`src/rtl/mips_mem_loader_pkg.sv`:
```
// mips_loader_pkg: shared constants and types for the MIPS program loader / memory dumper
package mips_loader_pkg;
    localparam int DEF_WIDTH = 32;
    localparam int WORD_BYTES = 4;
    typedef enum logic [2:0] {IDLE, LOAD, RUN, DUMP_REQ, DUMP_CAP, DUMP_OUT} loader_state_t;
    typedef logic [DEF_WIDTH-1:0] word_t;
endpackage

```
`src/rtl/mips_mem_loader_if.sv`:
```
// mips_mem_loader_if: load stream, dump stream and core memory ports; checksum_out exists with MIPS_LOADER_CHECKSUM_EN
interface mips_mem_loader_if #(
    parameter int WIDTH = 32,
    parameter int CNT_W = 16,
    parameter int RUN_W = 24
);
    logic             load_start_in;
    logic [WIDTH-1:0] load_base_in;
    logic [CNT_W-1:0] load_count_in;
    logic             word_valid_in;
    logic [WIDTH-1:0] word_in;
    logic             word_ready_out;
    logic [RUN_W-1:0] run_cycles_in;
    logic             dump_start_in;
    logic [WIDTH-1:0] dump_base_in;
    logic [CNT_W-1:0] dump_count_in;
    logic             dump_valid_out;
    logic [WIDTH-1:0] dump_data_out;
    logic             dump_ready_in;
    logic             cpu_reset_out;
    logic             instrWrite_out;
    logic [WIDTH-1:0] instr_address_out;
    logic [WIDTH-1:0] instr_out;
    logic [WIDTH-1:0] read_data_address_out;
    logic [WIDTH-1:0] read_data_in;
    logic             busy_out;
    logic             done_out;
`ifdef MIPS_LOADER_CHECKSUM_EN
    logic [WIDTH-1:0] checksum_out;
`endif
    modport master (
`ifdef MIPS_LOADER_CHECKSUM_EN
        output checksum_out,
`endif
        input  load_start_in, load_base_in, load_count_in, word_valid_in, word_in,
        input  run_cycles_in, dump_start_in, dump_base_in, dump_count_in, dump_ready_in, read_data_in,
        output word_ready_out, dump_valid_out, dump_data_out, cpu_reset_out, instrWrite_out,
        output instr_address_out, instr_out, read_data_address_out, busy_out, done_out
    );
    modport slave (
`ifdef MIPS_LOADER_CHECKSUM_EN
        input  checksum_out,
`endif
        output load_start_in, load_base_in, load_count_in, word_valid_in, word_in,
        output run_cycles_in, dump_start_in, dump_base_in, dump_count_in, dump_ready_in, read_data_in,
        input  word_ready_out, dump_valid_out, dump_data_out, cpu_reset_out, instrWrite_out,
        input  instr_address_out, instr_out, read_data_address_out, busy_out, done_out
    );
endinterface

```
`src/rtl/mips_mem_loader_addr_gen.sv`:
```
// mips_loader_addr_gen: byte-address counter producing base + WORD_BYTES*index, wrapping modulo 2^WIDTH
module mips_loader_addr_gen
    import mips_loader_pkg::*;
#(
    parameter int WIDTH = DEF_WIDTH
) (
    input  logic             clk,
    input  logic             rst,
    input  logic             i_load,
    input  logic [WIDTH-1:0] i_base,
    input  logic             i_inc,
    output logic [WIDTH-1:0] o_addr
);
    logic [WIDTH-1:0] r_addr;
    always_ff @(posedge clk) begin
        if (rst) r_addr <= '0;
        else if (i_load) r_addr <= i_base;
        else if (i_inc) r_addr <= r_addr + WIDTH'(WORD_BYTES);
    end
    assign o_addr = r_addr;
endmodule

```
`src/rtl/mips_mem_loader.sv`:
```
// mips_mem_loader: loads instruction words into the core, runs it, then dumps data memory; MIPS_LOADER_CHECKSUM_EN adds checksum_out
module mips_mem_loader
    import mips_loader_pkg::*;
#(
    parameter int WIDTH = DEF_WIDTH,
    parameter int CNT_W = 16,
    parameter int RUN_W = 24
) (
    input logic clock,
    input logic reset_in,
    mips_mem_loader_if.master bus
);
    localparam logic [2:0] S_IDLE = IDLE;
    localparam logic [2:0] S_LOAD = LOAD;
    localparam logic [2:0] S_RUN = RUN;
    localparam logic [2:0] S_DUMP_REQ = DUMP_REQ;
    localparam logic [2:0] S_DUMP_CAP = DUMP_CAP;
    localparam logic [2:0] S_DUMP_OUT = DUMP_OUT;

    logic [2:0]       r_state;
    logic [CNT_W-1:0] r_load_cnt, r_load_i, r_dump_cnt, r_dump_j;
    logic [RUN_W-1:0] r_run_cycles, r_run_cnt;
    logic             r_wr, r_dump_valid, r_done;
    logic [WIDTH-1:0] r_instr, r_instr_addr, r_dump_data;
    logic             w_ready, w_accept, w_load_start, w_expire, w_dump_go, w_dump_hs, w_dump_last;
    logic [WIDTH-1:0] w_load_addr, w_dump_addr;

    assign w_ready = r_state == S_LOAD && r_load_i != r_load_cnt;
    assign w_accept = w_ready && bus.word_valid_in;
    assign w_load_start = r_state == S_IDLE && bus.load_start_in;
    assign w_expire = r_run_cycles != '0 && r_run_cnt + RUN_W'(1) == r_run_cycles;
    assign w_dump_go = r_state == S_RUN && (bus.dump_start_in || w_expire);
    assign w_dump_hs = r_state == S_DUMP_OUT && bus.dump_ready_in;
    assign w_dump_last = r_dump_j + CNT_W'(1) == r_dump_cnt;

    mips_loader_addr_gen #(.WIDTH(WIDTH)) u_load_addr (
        .clk(clock), .rst(reset_in), .i_load(w_load_start), .i_base(bus.load_base_in),
        .i_inc(w_accept), .o_addr(w_load_addr)
    );
    mips_loader_addr_gen #(.WIDTH(WIDTH)) u_dump_addr (
        .clk(clock), .rst(reset_in), .i_load(w_dump_go), .i_base(bus.dump_base_in),
        .i_inc(w_dump_hs), .o_addr(w_dump_addr)
    );

    // LOAD lingers one cycle after the last accept so the final write lands while the core is still held
    always_ff @(posedge clock) begin
        if (reset_in) begin
            r_state <= S_IDLE;
            r_load_cnt <= '0;
            r_load_i <= '0;
            r_dump_cnt <= '0;
            r_dump_j <= '0;
            r_run_cycles <= '0;
            r_run_cnt <= '0;
            r_wr <= 1'b0;
            r_dump_valid <= 1'b0;
            r_done <= 1'b0;
            r_instr <= '0;
            r_instr_addr <= '0;
            r_dump_data <= '0;
        end else begin
            r_wr <= w_accept;
            r_done <= 1'b0;
            r_run_cnt <= r_state == S_RUN ? r_run_cnt + RUN_W'(1) : '0;
            if (w_accept) begin
                r_instr <= bus.word_in;
                r_instr_addr <= w_load_addr;
                r_load_i <= r_load_i + CNT_W'(1);
            end
            case (r_state)
                S_IDLE: if (bus.load_start_in) begin
                    r_load_cnt <= bus.load_count_in;
                    r_load_i <= '0;
                    r_run_cycles <= bus.run_cycles_in;
                    r_state <= bus.load_count_in == '0 ? S_RUN : S_LOAD;
                end
                S_LOAD: if (r_load_i == r_load_cnt) r_state <= S_RUN;
                S_RUN: if (w_dump_go) begin
                    r_dump_cnt <= bus.dump_count_in;
                    r_dump_j <= '0;
                    r_state <= bus.dump_count_in == '0 ? S_IDLE : S_DUMP_REQ;
                    r_done <= bus.dump_count_in == '0;
                end
                S_DUMP_REQ: r_state <= S_DUMP_CAP;
                S_DUMP_CAP: begin
                    r_dump_data <= bus.read_data_in;
                    r_dump_valid <= 1'b1;
                    r_state <= S_DUMP_OUT;
                end
                S_DUMP_OUT: if (bus.dump_ready_in) begin
                    r_dump_valid <= 1'b0;
                    r_dump_j <= r_dump_j + CNT_W'(1);
                    r_state <= w_dump_last ? S_IDLE : S_DUMP_REQ;
                    r_done <= w_dump_last;
                end
                default: r_state <= S_IDLE;
            endcase
        end
    end

`ifdef MIPS_LOADER_CHECKSUM_EN
    logic [WIDTH-1:0] r_sum;
    always_ff @(posedge clock) begin
        if (reset_in || w_load_start) r_sum <= '0;
        else if (w_accept) r_sum <= r_sum + bus.word_in;
    end
    assign bus.checksum_out = r_sum;
`endif

    assign bus.word_ready_out = w_ready;
    assign bus.cpu_reset_out = r_state != S_RUN;
    assign bus.instrWrite_out = r_wr;
    assign bus.instr_address_out = r_instr_addr;
    assign bus.instr_out = r_instr;
    assign bus.read_data_address_out = w_dump_addr;
    assign bus.dump_valid_out = r_dump_valid;
    assign bus.dump_data_out = r_dump_data;
    assign bus.busy_out = r_state != S_IDLE;
    assign bus.done_out = r_done;
endmodule

```
`src/flat_wrapper.sv`:
```
// flat-port wrapper written by rule: the top's interface ports become plain ports
module mips_mem_loader_flat import mips_loader_pkg::*;
#(
    parameter int WIDTH = DEF_WIDTH,
    parameter int CNT_W = 16,
    parameter int RUN_W = 24
)
  (clock, reset_in, bus_load_start_in, bus_load_base_in, bus_load_count_in, bus_word_valid_in, bus_word_in, bus_run_cycles_in, bus_dump_start_in, bus_dump_base_in, bus_dump_count_in, bus_dump_ready_in, bus_read_data_in, bus_word_ready_out, bus_dump_valid_out, bus_dump_data_out, bus_cpu_reset_out, bus_instrWrite_out, bus_instr_address_out, bus_instr_out, bus_read_data_address_out, bus_busy_out, bus_done_out);
  mips_mem_loader_if #(.WIDTH(WIDTH), .CNT_W(CNT_W), .RUN_W(RUN_W)) bus_i ();
  input logic clock;
  input logic reset_in;
  input wire logic [$bits(bus_i.load_start_in)-1:0] bus_load_start_in;
  input wire logic [$bits(bus_i.load_base_in)-1:0] bus_load_base_in;
  input wire logic [$bits(bus_i.load_count_in)-1:0] bus_load_count_in;
  input wire logic [$bits(bus_i.word_valid_in)-1:0] bus_word_valid_in;
  input wire logic [$bits(bus_i.word_in)-1:0] bus_word_in;
  input wire logic [$bits(bus_i.run_cycles_in)-1:0] bus_run_cycles_in;
  input wire logic [$bits(bus_i.dump_start_in)-1:0] bus_dump_start_in;
  input wire logic [$bits(bus_i.dump_base_in)-1:0] bus_dump_base_in;
  input wire logic [$bits(bus_i.dump_count_in)-1:0] bus_dump_count_in;
  input wire logic [$bits(bus_i.dump_ready_in)-1:0] bus_dump_ready_in;
  input wire logic [$bits(bus_i.read_data_in)-1:0] bus_read_data_in;
  output wire logic [$bits(bus_i.word_ready_out)-1:0] bus_word_ready_out;
  output wire logic [$bits(bus_i.dump_valid_out)-1:0] bus_dump_valid_out;
  output wire logic [$bits(bus_i.dump_data_out)-1:0] bus_dump_data_out;
  output wire logic [$bits(bus_i.cpu_reset_out)-1:0] bus_cpu_reset_out;
  output wire logic [$bits(bus_i.instrWrite_out)-1:0] bus_instrWrite_out;
  output wire logic [$bits(bus_i.instr_address_out)-1:0] bus_instr_address_out;
  output wire logic [$bits(bus_i.instr_out)-1:0] bus_instr_out;
  output wire logic [$bits(bus_i.read_data_address_out)-1:0] bus_read_data_address_out;
  output wire logic [$bits(bus_i.busy_out)-1:0] bus_busy_out;
  output wire logic [$bits(bus_i.done_out)-1:0] bus_done_out;
  assign bus_i.load_start_in = bus_load_start_in;
  assign bus_i.load_base_in = bus_load_base_in;
  assign bus_i.load_count_in = bus_load_count_in;
  assign bus_i.word_valid_in = bus_word_valid_in;
  assign bus_i.word_in = bus_word_in;
  assign bus_i.run_cycles_in = bus_run_cycles_in;
  assign bus_i.dump_start_in = bus_dump_start_in;
  assign bus_i.dump_base_in = bus_dump_base_in;
  assign bus_i.dump_count_in = bus_dump_count_in;
  assign bus_i.dump_ready_in = bus_dump_ready_in;
  assign bus_i.read_data_in = bus_read_data_in;
  assign bus_word_ready_out = bus_i.word_ready_out;
  assign bus_dump_valid_out = bus_i.dump_valid_out;
  assign bus_dump_data_out = bus_i.dump_data_out;
  assign bus_cpu_reset_out = bus_i.cpu_reset_out;
  assign bus_instrWrite_out = bus_i.instrWrite_out;
  assign bus_instr_address_out = bus_i.instr_address_out;
  assign bus_instr_out = bus_i.instr_out;
  assign bus_read_data_address_out = bus_i.read_data_address_out;
  assign bus_busy_out = bus_i.busy_out;
  assign bus_done_out = bus_i.done_out;
  mips_mem_loader #(.WIDTH(WIDTH), .CNT_W(CNT_W), .RUN_W(RUN_W)) u_core (.clock(clock), .reset_in(reset_in), .bus(bus_i));
endmodule
```
`config.mk`:
```
export PLATFORM = sky130hd
export DESIGN_NAME = mips_mem_loader_flat
export DESIGN_NICKNAME = d
export VERILOG_FILES = /design/src/rtl/mips_mem_loader_pkg.sv /design/src/rtl/mips_mem_loader_if.sv /design/src/rtl/mips_mem_loader_addr_gen.sv /design/src/rtl/mips_mem_loader.sv /design/src/flat_wrapper.sv
export SDC_FILE = /design/constraint.sdc
export NUM_CORES = 1
export LEC_CHECK = 0
export ABC_AREA = 1
export CORE_MARGIN = 2
export CORE_UTILIZATION = 46
export DETAILED_ROUTE_END_ITERATION = 10
export MAX_ROUTING_LAYER = met4
export PLACE_DENSITY = 0.9
export SLEW_MARGIN = 30
export SYNTH_ARGS = -nofsm -noshare
export SYNTH_HDL_FRONTEND = slang
export SYNTH_SLANG_ARGS = --single-unit
```
`constraint.sdc`:
```
create_clock -name clock -period 2.5 [get_ports clock]
set_clock_uncertainty 0.1 [all_clocks]
set_input_delay 0.25 -clock clock [delete_from_list [all_inputs] [get_ports clock]]
set_output_delay 0.25 -clock clock [all_outputs]
set_load 0.01 [all_outputs]
```
==> impl_metrics.ini, run 1 <==
[yosys]
syn_inst = 2054
yosys.area.top_type = dfxtp_1
synthesis.area_um2 = 13700
synth_top_area_frac = 0.406
yosys_warnings = 0
synthTopCellsByArea = dfxtp_1 41%, nand2_1 12%, nor2_1 11%
synth_cell_types = 45
synth_seq_cells = 278
syn-num-nets = 2249
syn_area_per_cell_um2 = 6.67
seq_area_frac_synth = 0.406

[setup_path]
crit_type = reg -> reg
cp.arrival_ns = 2.99
reg2reg_depth = 18
crit_family = simple AND/OR/NAND/NOR gates
r2r-start = u_core.r_run_cnt[1]
cp_common_cell = nand2_1
critical-path-slowest-cell = dfxtp_4
rr_endpoint = u_core.r_dump_cnt[0]
endpoint_kind = flop
crit_chain = buf_6 > buf_4 > nand3_1 > nor2_2 > nand2_1 > nand3_1 > nand2_1 > nor2_2 > nand2_1 > nor2_1 > nand2_1 > nor2_2 > nand2_4 > nand2_4 > nand2_4 > bufbuf_16 > o21ai_1 > nor2_1
cp.required_ns = 2.79
cp_max_fo = 6
path_buf_inv = 3
cpPeakStageDelay_ns = 0.37
r2r_slack_ns = -0.19
critPathLaunchType = flop

[grt]
grt_overflow_total = 0
grt_max_degree = 91
antenna_found_initial = 7
grt_util_all_layers = 0.304
use_met1 = 0.362
grt_pass1_vias = 15200
gr-usage-met3 = 0.0576
met2_usage = 0.493
grt_busiest_layer = met2
grt_pass1_wl_um = 75400

[outcome]
status = finished, violations left
violations = setup timing

[timing]
tightest_slew_ns = 0.851
relSlewSlack = 0.429
period_share = 1.08
setup_viol = 67
setup_slack_ns = -0.192
finalHoldViolations = 0
fmax_mhz = 371
drv_slew = 0
rsz0062_at_grt = yes
min_period_ns = 2.69

[die]
io_pins = 324
die_h_um = 177
dieArea_um2 = 31200
die_x_um = 177
core-area_um2 = 29500
rows = 63
start_util = 0.465

[power_and_ir_drop]
p_per_area_nw_per_um2 = 851
power.total_w = 0.0166
p_leak_nw = 7.92
vdd_drop_max_mv = 0.579

[cells_and_area]
seqCellArea_um2 = 5580
layout_commonest_cell = nor2_1
fillers = 2358
drive_above_1_share = 0.104
multi_input_area_um2 = 7440
layout_common_cells = 409 x nor2_1, 404 x nand2_1, 321 x clkdlybuf4s50_1
final_cells = 2843
area_growth_pct = 42.7
layout.nets = 2615

[job]
drv_cap = 0

[clock_tree]
cts_tree = yes
clock-sinks = 278
htree_levels = 2
clk_path_buf_depth = 3
clk_pin_slew_ns = 0.06
clkLatencyLatePin_ns = 0.51
cts_made_buffers = 34
root_buffer = clkbuf_16

[place]
place_inst = 2761
dpl.hpwl_um = 32900
gp_congestion = 0.948
dp_slack_ns = -0.152
io_buffers = 323

[route]
drtIter0Drc = 1447
postRouteAntennaNets = 0
routedWlPerCell_um = 16.8
routed_via_density = 5.46
vias = 15500
route.detailed.drc = 0
dr.pass1.iters = 6
routed_wl_um = 47800

[hold_path]
holdPathStages = 4
hp-start = reset_in
hold_end = u_core.bus.instr_out[30]
hp-class = in -> reg
## routing by layer
metal	part of all wire	wire length, um	vias up
li1	-	-	7413
met1	0.40	19200	7138
met2	0.47	22300	808
met3	0.085	4050	173
met4	0.048	2280	0
met5	0	0	-
## how the worst max path moves through the flow
stage / from / endpoint / slack, ns / cells past startpoint
after floorplan: u_core.r_run_cnt[0] / u_core.r_dump_j[10] / 0.1 / 17
after global placement: u_core.r_run_cnt[0] / u_core.bus.done_out / -0.07 / 17
after detailed placement: u_core.r_run_cnt[0] / u_core.bus.done_out / -0.15 / 17
after CTS: u_core.r_run_cnt[1] / u_core.u_dump_addr.o_addr[18] / -0.07 / 21
after global routing: u_core.r_run_cnt[1] / u_core.r_dump_cnt[0] / -0.32 / 19
final: u_core.r_run_cnt[1] / u_core.r_dump_cnt[0] / -0.19 / 18
## worst reg2reg max path, stage by stage (launching register included)
cell and delay (ns):
dfxtp_4 0.37, buf_6 0.12, buf_4 0.10, nand3_1 0.10, nor2_2 0.16, nand2_1 0.13
nand3_1 0.12, nand2_1 0.07, nor2_2 0.13, nand2_1 0.07, nor2_1 0.10, nand2_1 0.07
nor2_2 0.12, nand2_4 0.08, nand2_4 0.10, nand2_4 0.12, bufbuf_16 0.32, o21ai_1 0.15
nor2_1 0.07
## cell type report
class | instances | area share
Multi-Input combinational cell | 1523 | 0.381
Sequential cell | 278 | 0.286
Timing Repair Buffer | 422 | 0.218
Clock buffer | 45 | 0.0482
Inverter | 161 | 0.0313
Tap cell | 390 | 0.0250
Clock inverter | 16 | 0.00985
Antenna cell | 8 | 0.00102
## cells in the mapped netlist, drive strengths merged
| library cell | n |
|---|---|
| a31oi | 4 |
| a22oi | 1 |
| nor4b | 1 |
| clkinv | 3 |
| a211oi | 5 |
| o211ai | 5 |
| clkbuf | 77 |
| a21oi | 143 |
| a221oi | 1 |
| and2 | 2 |
| or2 | 5 |
| xnor3 | 2 |
| o21bai | 6 |
| ha | 5 |
| nor4 | 15 |
| dfxtp | 278 |
| nor3 | 31 |
| nand2 | 431 |
| inv | 158 |
| and3 | 1 |
| a21o | 2 |
| o2111ai | 2 |
| nand3 | 113 |
| buf | 15 |
| nand4 | 29 |
| o21ai | 203 |
| xor2 | 42 |
| o221ai | 5 |
| o311ai | 1 |
| xnor2 | 25 |
| nor2 | 428 |
| nand3b | 15 |
## cell families after synthesis
logic type | count (synthesis) | synth area share
buffers and inverters | 253 | 0.0717
adder cells (fa/ha/maj) | 5 | 0.00456
AND/OR/NAND/NOR | 1071 | 0.326
XOR/XNOR | 69 | 0.0461
flip-flops | 278 | 0.406
AO/OA/AOI/OAI | 378 | 0.145
## stage by stage
step	hold slack [ns]	setup TNS (ns)	area, um2	utilization
floorplan	0.244	0	13700	-
global placement	0.344	-0.864	17900	0.606
detailed placement	0.361	-5.28	17900	0.606
CTS	0.136	-1.86	19300	0.655
global route	0.192	-15.38	19600	0.663
finish	0.137	-6.49	19600	0.663
## sequential cells by signal (all words and copies together), names as in the netlist
register,count
u_core.u_load_addr.o_addr,32
u_core.bus.instr_out,32
u_core.bus.dump_valid_out,1
u_core.r_run_cnt,24
u_core.bus.instrWrite_out,1
u_core.bus.done_out,1
u_core.bus.instr_address_out,32
u_core.bus.dump_data_out,32
u_core.r_run_cycles,24
u_core.r_dump_cnt,16
u_core.r_dump_j,16
u_core.r_state,3
u_core.r_load_i,16
u_core.u_dump_addr.o_addr,32
u_core.r_load_cnt,16
## timing repair
item                       4_1_cts  5_1_grt
buffers inserted                 5        1
resized for setup               63       52
hold buffers                     0        0
pin swaps                       12        3
cloned                           4        3
setup endpoints to repair       66       75
## power by group
part / internal, W / total, W / switching [W]
clock network: 0.00308 / 0.00506 / 0.00197
logic: 0.00243 / 0.00545 / 0.00302
registers: 0.00533 / 0.00613 / 0.000802
No activity file was read; power rests on OpenSTA's default activity.
==> inputs of run 2 (changes only) <==
- GPL_TIMING_DRIVEN: default -> 0
- MAX_ROUTING_LAYER: met4 -> default
==> run 2 against run 1 <==
  * Highest routed layer unchanged
  * Sequential share of layout area shrank 0.45 points
  * Worst hold slack gained 0.0088 ns
  * Wire length grew 15%
  * Largest power group unchanged
  * Cell count grew 0.91%
  * Sequential cell count is the same
  * The flow still finishes with violations (setup timing)
  * Largest cell class unchanged
  * Critical path type unchanged
==> impl_metrics.ini, run 2 (synthesis gave the netlist of run 1 again) <==
[power_and_ir_drop]
p_sw_frac = 0.373
clockPowerShare = 0.271
p_leak_nw = 7.83
power_frac_seq = 0.369
p_comb_frac = 0.360
vdd_drop_max_mv = 0.628
p_sw_w = 0.00626
intPower_w = 0.0105
p_per_area_nw_per_um2 = 842
power.total_w = 0.0168

[timing]
relSlewSlack = 0.318
setup_viol = 78
finalHoldViolations = 0
min_period_ns = 2.87
tightest_slew_ns = 1.02
setup_slack_ns = -0.374
tns_ns = -11.49
drv_slew = 0
rsz0062_at_grt = yes
period_share = 1.15
fmax_mhz = 348

[route]
postRouteAntennaNets = 0
dr.pass1.iters = 5
vias = 16100
routed_wl_um = 55100
route.detailed.drc = 0
routed_via_density = 5.60
routedWlPerCell_um = 19.2
drtIter0Drc = 1763

[die]
die_h_um = 177
core-area_um2 = 29500
io_pins = 324
start_util = 0.465
rows = 63
die_x_um = 177
dieArea_um2 = 31200

[cells_and_area]
drive_above_1_share = 0.132
layout.nets = 2641
layout_commonest_cell = nor2_1
area_growth_pct = 45.2
utilization = 0.675
fillers = 2361
layout_common_cells = 384 x nor2_1, 383 x nand2_1, 321 x clkdlybuf4s50_1

[grt]
grt_pass1_vias = 15700
grt_overflow_total = 0
grt_max_degree = 16
grt_util_all_layers = 0.327
antenna_found_initial = 9
grt_pass1_wl_um = 80900

[setup_path]
critical-path-slowest-cell = dfxtp_4
cp-endpoint = u_core.u_dump_addr.o_addr[27]
cpPeakStageDelay_ns = 0.37
cp.required_ns = 2.90
r2r_slack_ns = -0.37
r2r-start = u_core.r_run_cnt[1]
endpoint_kind = flop
rr_endpoint = u_core.u_dump_addr.o_addr[27]
cp_common_cell = nand2_1
cp_max_fo = 6
worstSetupStartpoint = u_core.r_run_cnt[1]
crit_chain = buf_6 > nand2_4 > nor2_4 > nand2_4 > nor2_4 > nand2_1 > nand2_2 > nand2_1 > nand2_1 > nand2_1 > nor2_2 > nand2_2 > nor2_4 > nand2_4 > nand2_4 > buf_12 > clkbuf_16 > nand3_2 > nand2_1 > nor2_1 > nor2_1
reg2reg_depth = 21
critPathLaunchType = flop
cp.arrival_ns = 3.27
crit_type = reg -> reg

[place]
dpl.hpwl_um = 38200
dp_slack_ns = -0.694
gp_congestion = 0.963
io_buffers = 322

[clock_tree]
cts_made_buffers = 31
clkLatencyLatePin_ns = 0.57
root_buffer = clkbuf_16
clock-sinks = 278
clk_pin_slew_ns = 0.06
cts_tree = yes
clk_path_buf_depth = 3
htree_levels = 1

[job]
drv_cap = 0

[outcome]
status = finished, violations left
violations = setup timing

[hold_path]
hp-class = in -> reg
-- run 2: timing repair --
item	4_1_cts	5_1_grt
gates cloned	5	3
resized for setup	147	191
endpoints found under the setup margin	213	234
pin swaps	40	64
hold buffers	0	0
buffers inserted	19	17
-- run 2: how the worst min path moves through the flow --
stage	depth (start not counted)	slack, ns	start	end
6_report	3	0.15	bus_load_base_in[0]	u_core.u_load_addr.o_addr[0]
5_1_grt	3	0.17	bus_read_data_in[6]	u_core.bus.dump_data_out[6]
4_1_cts	3	0.14	bus_load_base_in[0]	u_core.u_load_addr.o_addr[0]
3_5_place_dp	2	0.37	u_core.bus.instr_address_out[7]	u_core.bus.instr_address_out[7]
3_3_place_gp	2	0.35	u_core.bus.instr_address_out[7]	u_core.bus.instr_address_out[7]
2_1_floorplan	1	0.24	bus_load_start_in	u_core.r_load_i[8]
-- run 2: worst max-delay path, delay by kind of cell (launching register included) --
kind                   cells  cell delay [ns]
AND/OR/NAND/NOR           18             1.91
buffers and inverters      3             0.41
flip-flops                 1             0.37
-- run 2: cell type report --
class                   instances  area, um2  share of cell area
clock inverters                11       88.8             0.00446
inverters                     161        624              0.0314
repair buffers                363       3750               0.188
plain buffers                  88        505              0.0254
multi-input cells            1523       7920               0.398
diodes                          9       22.5             0.00113
clock buffers                  46        912              0.0458
well taps                     390        488              0.0245
flip-flops and latches        278       5590               0.281
-- run 2: power groups by stage --
stage	combinational [W]	clock, W	sequential [W]
3_5_place_dp	0.00505	0	0.00618
6_report	0.00603	0.00454	0.00619
4_1_cts	0.00549	0.00453	0.00612
3_3_place_gp	0.00493	0	0.00615
2_1_floorplan	0.00268	0	0.00616
5_1_grt	0.00647	0.00471	0.00626
-- run 2: layer usage --
layer  share of wire  track usage
met1            0.38        0.387
met2            0.46        0.542
met3           0.091       0.0752
met4           0.068        0.194
met5               0            0
-- run 2: through the flow --
stage / hold slack [ns] / std cells / cell area [um2]
6_report: 0.145 / 2869 / 19900
5_1_grt: 0.168 / 2869 / 19900
4_1_cts: 0.139 / 2845 / 19200
3_5_place_dp: 0.366 / 2766 / 17400
3_3_place_gp: 0.352 / 2766 / 17400
2_1_floorplan: 0.244 / 2054 / 13700
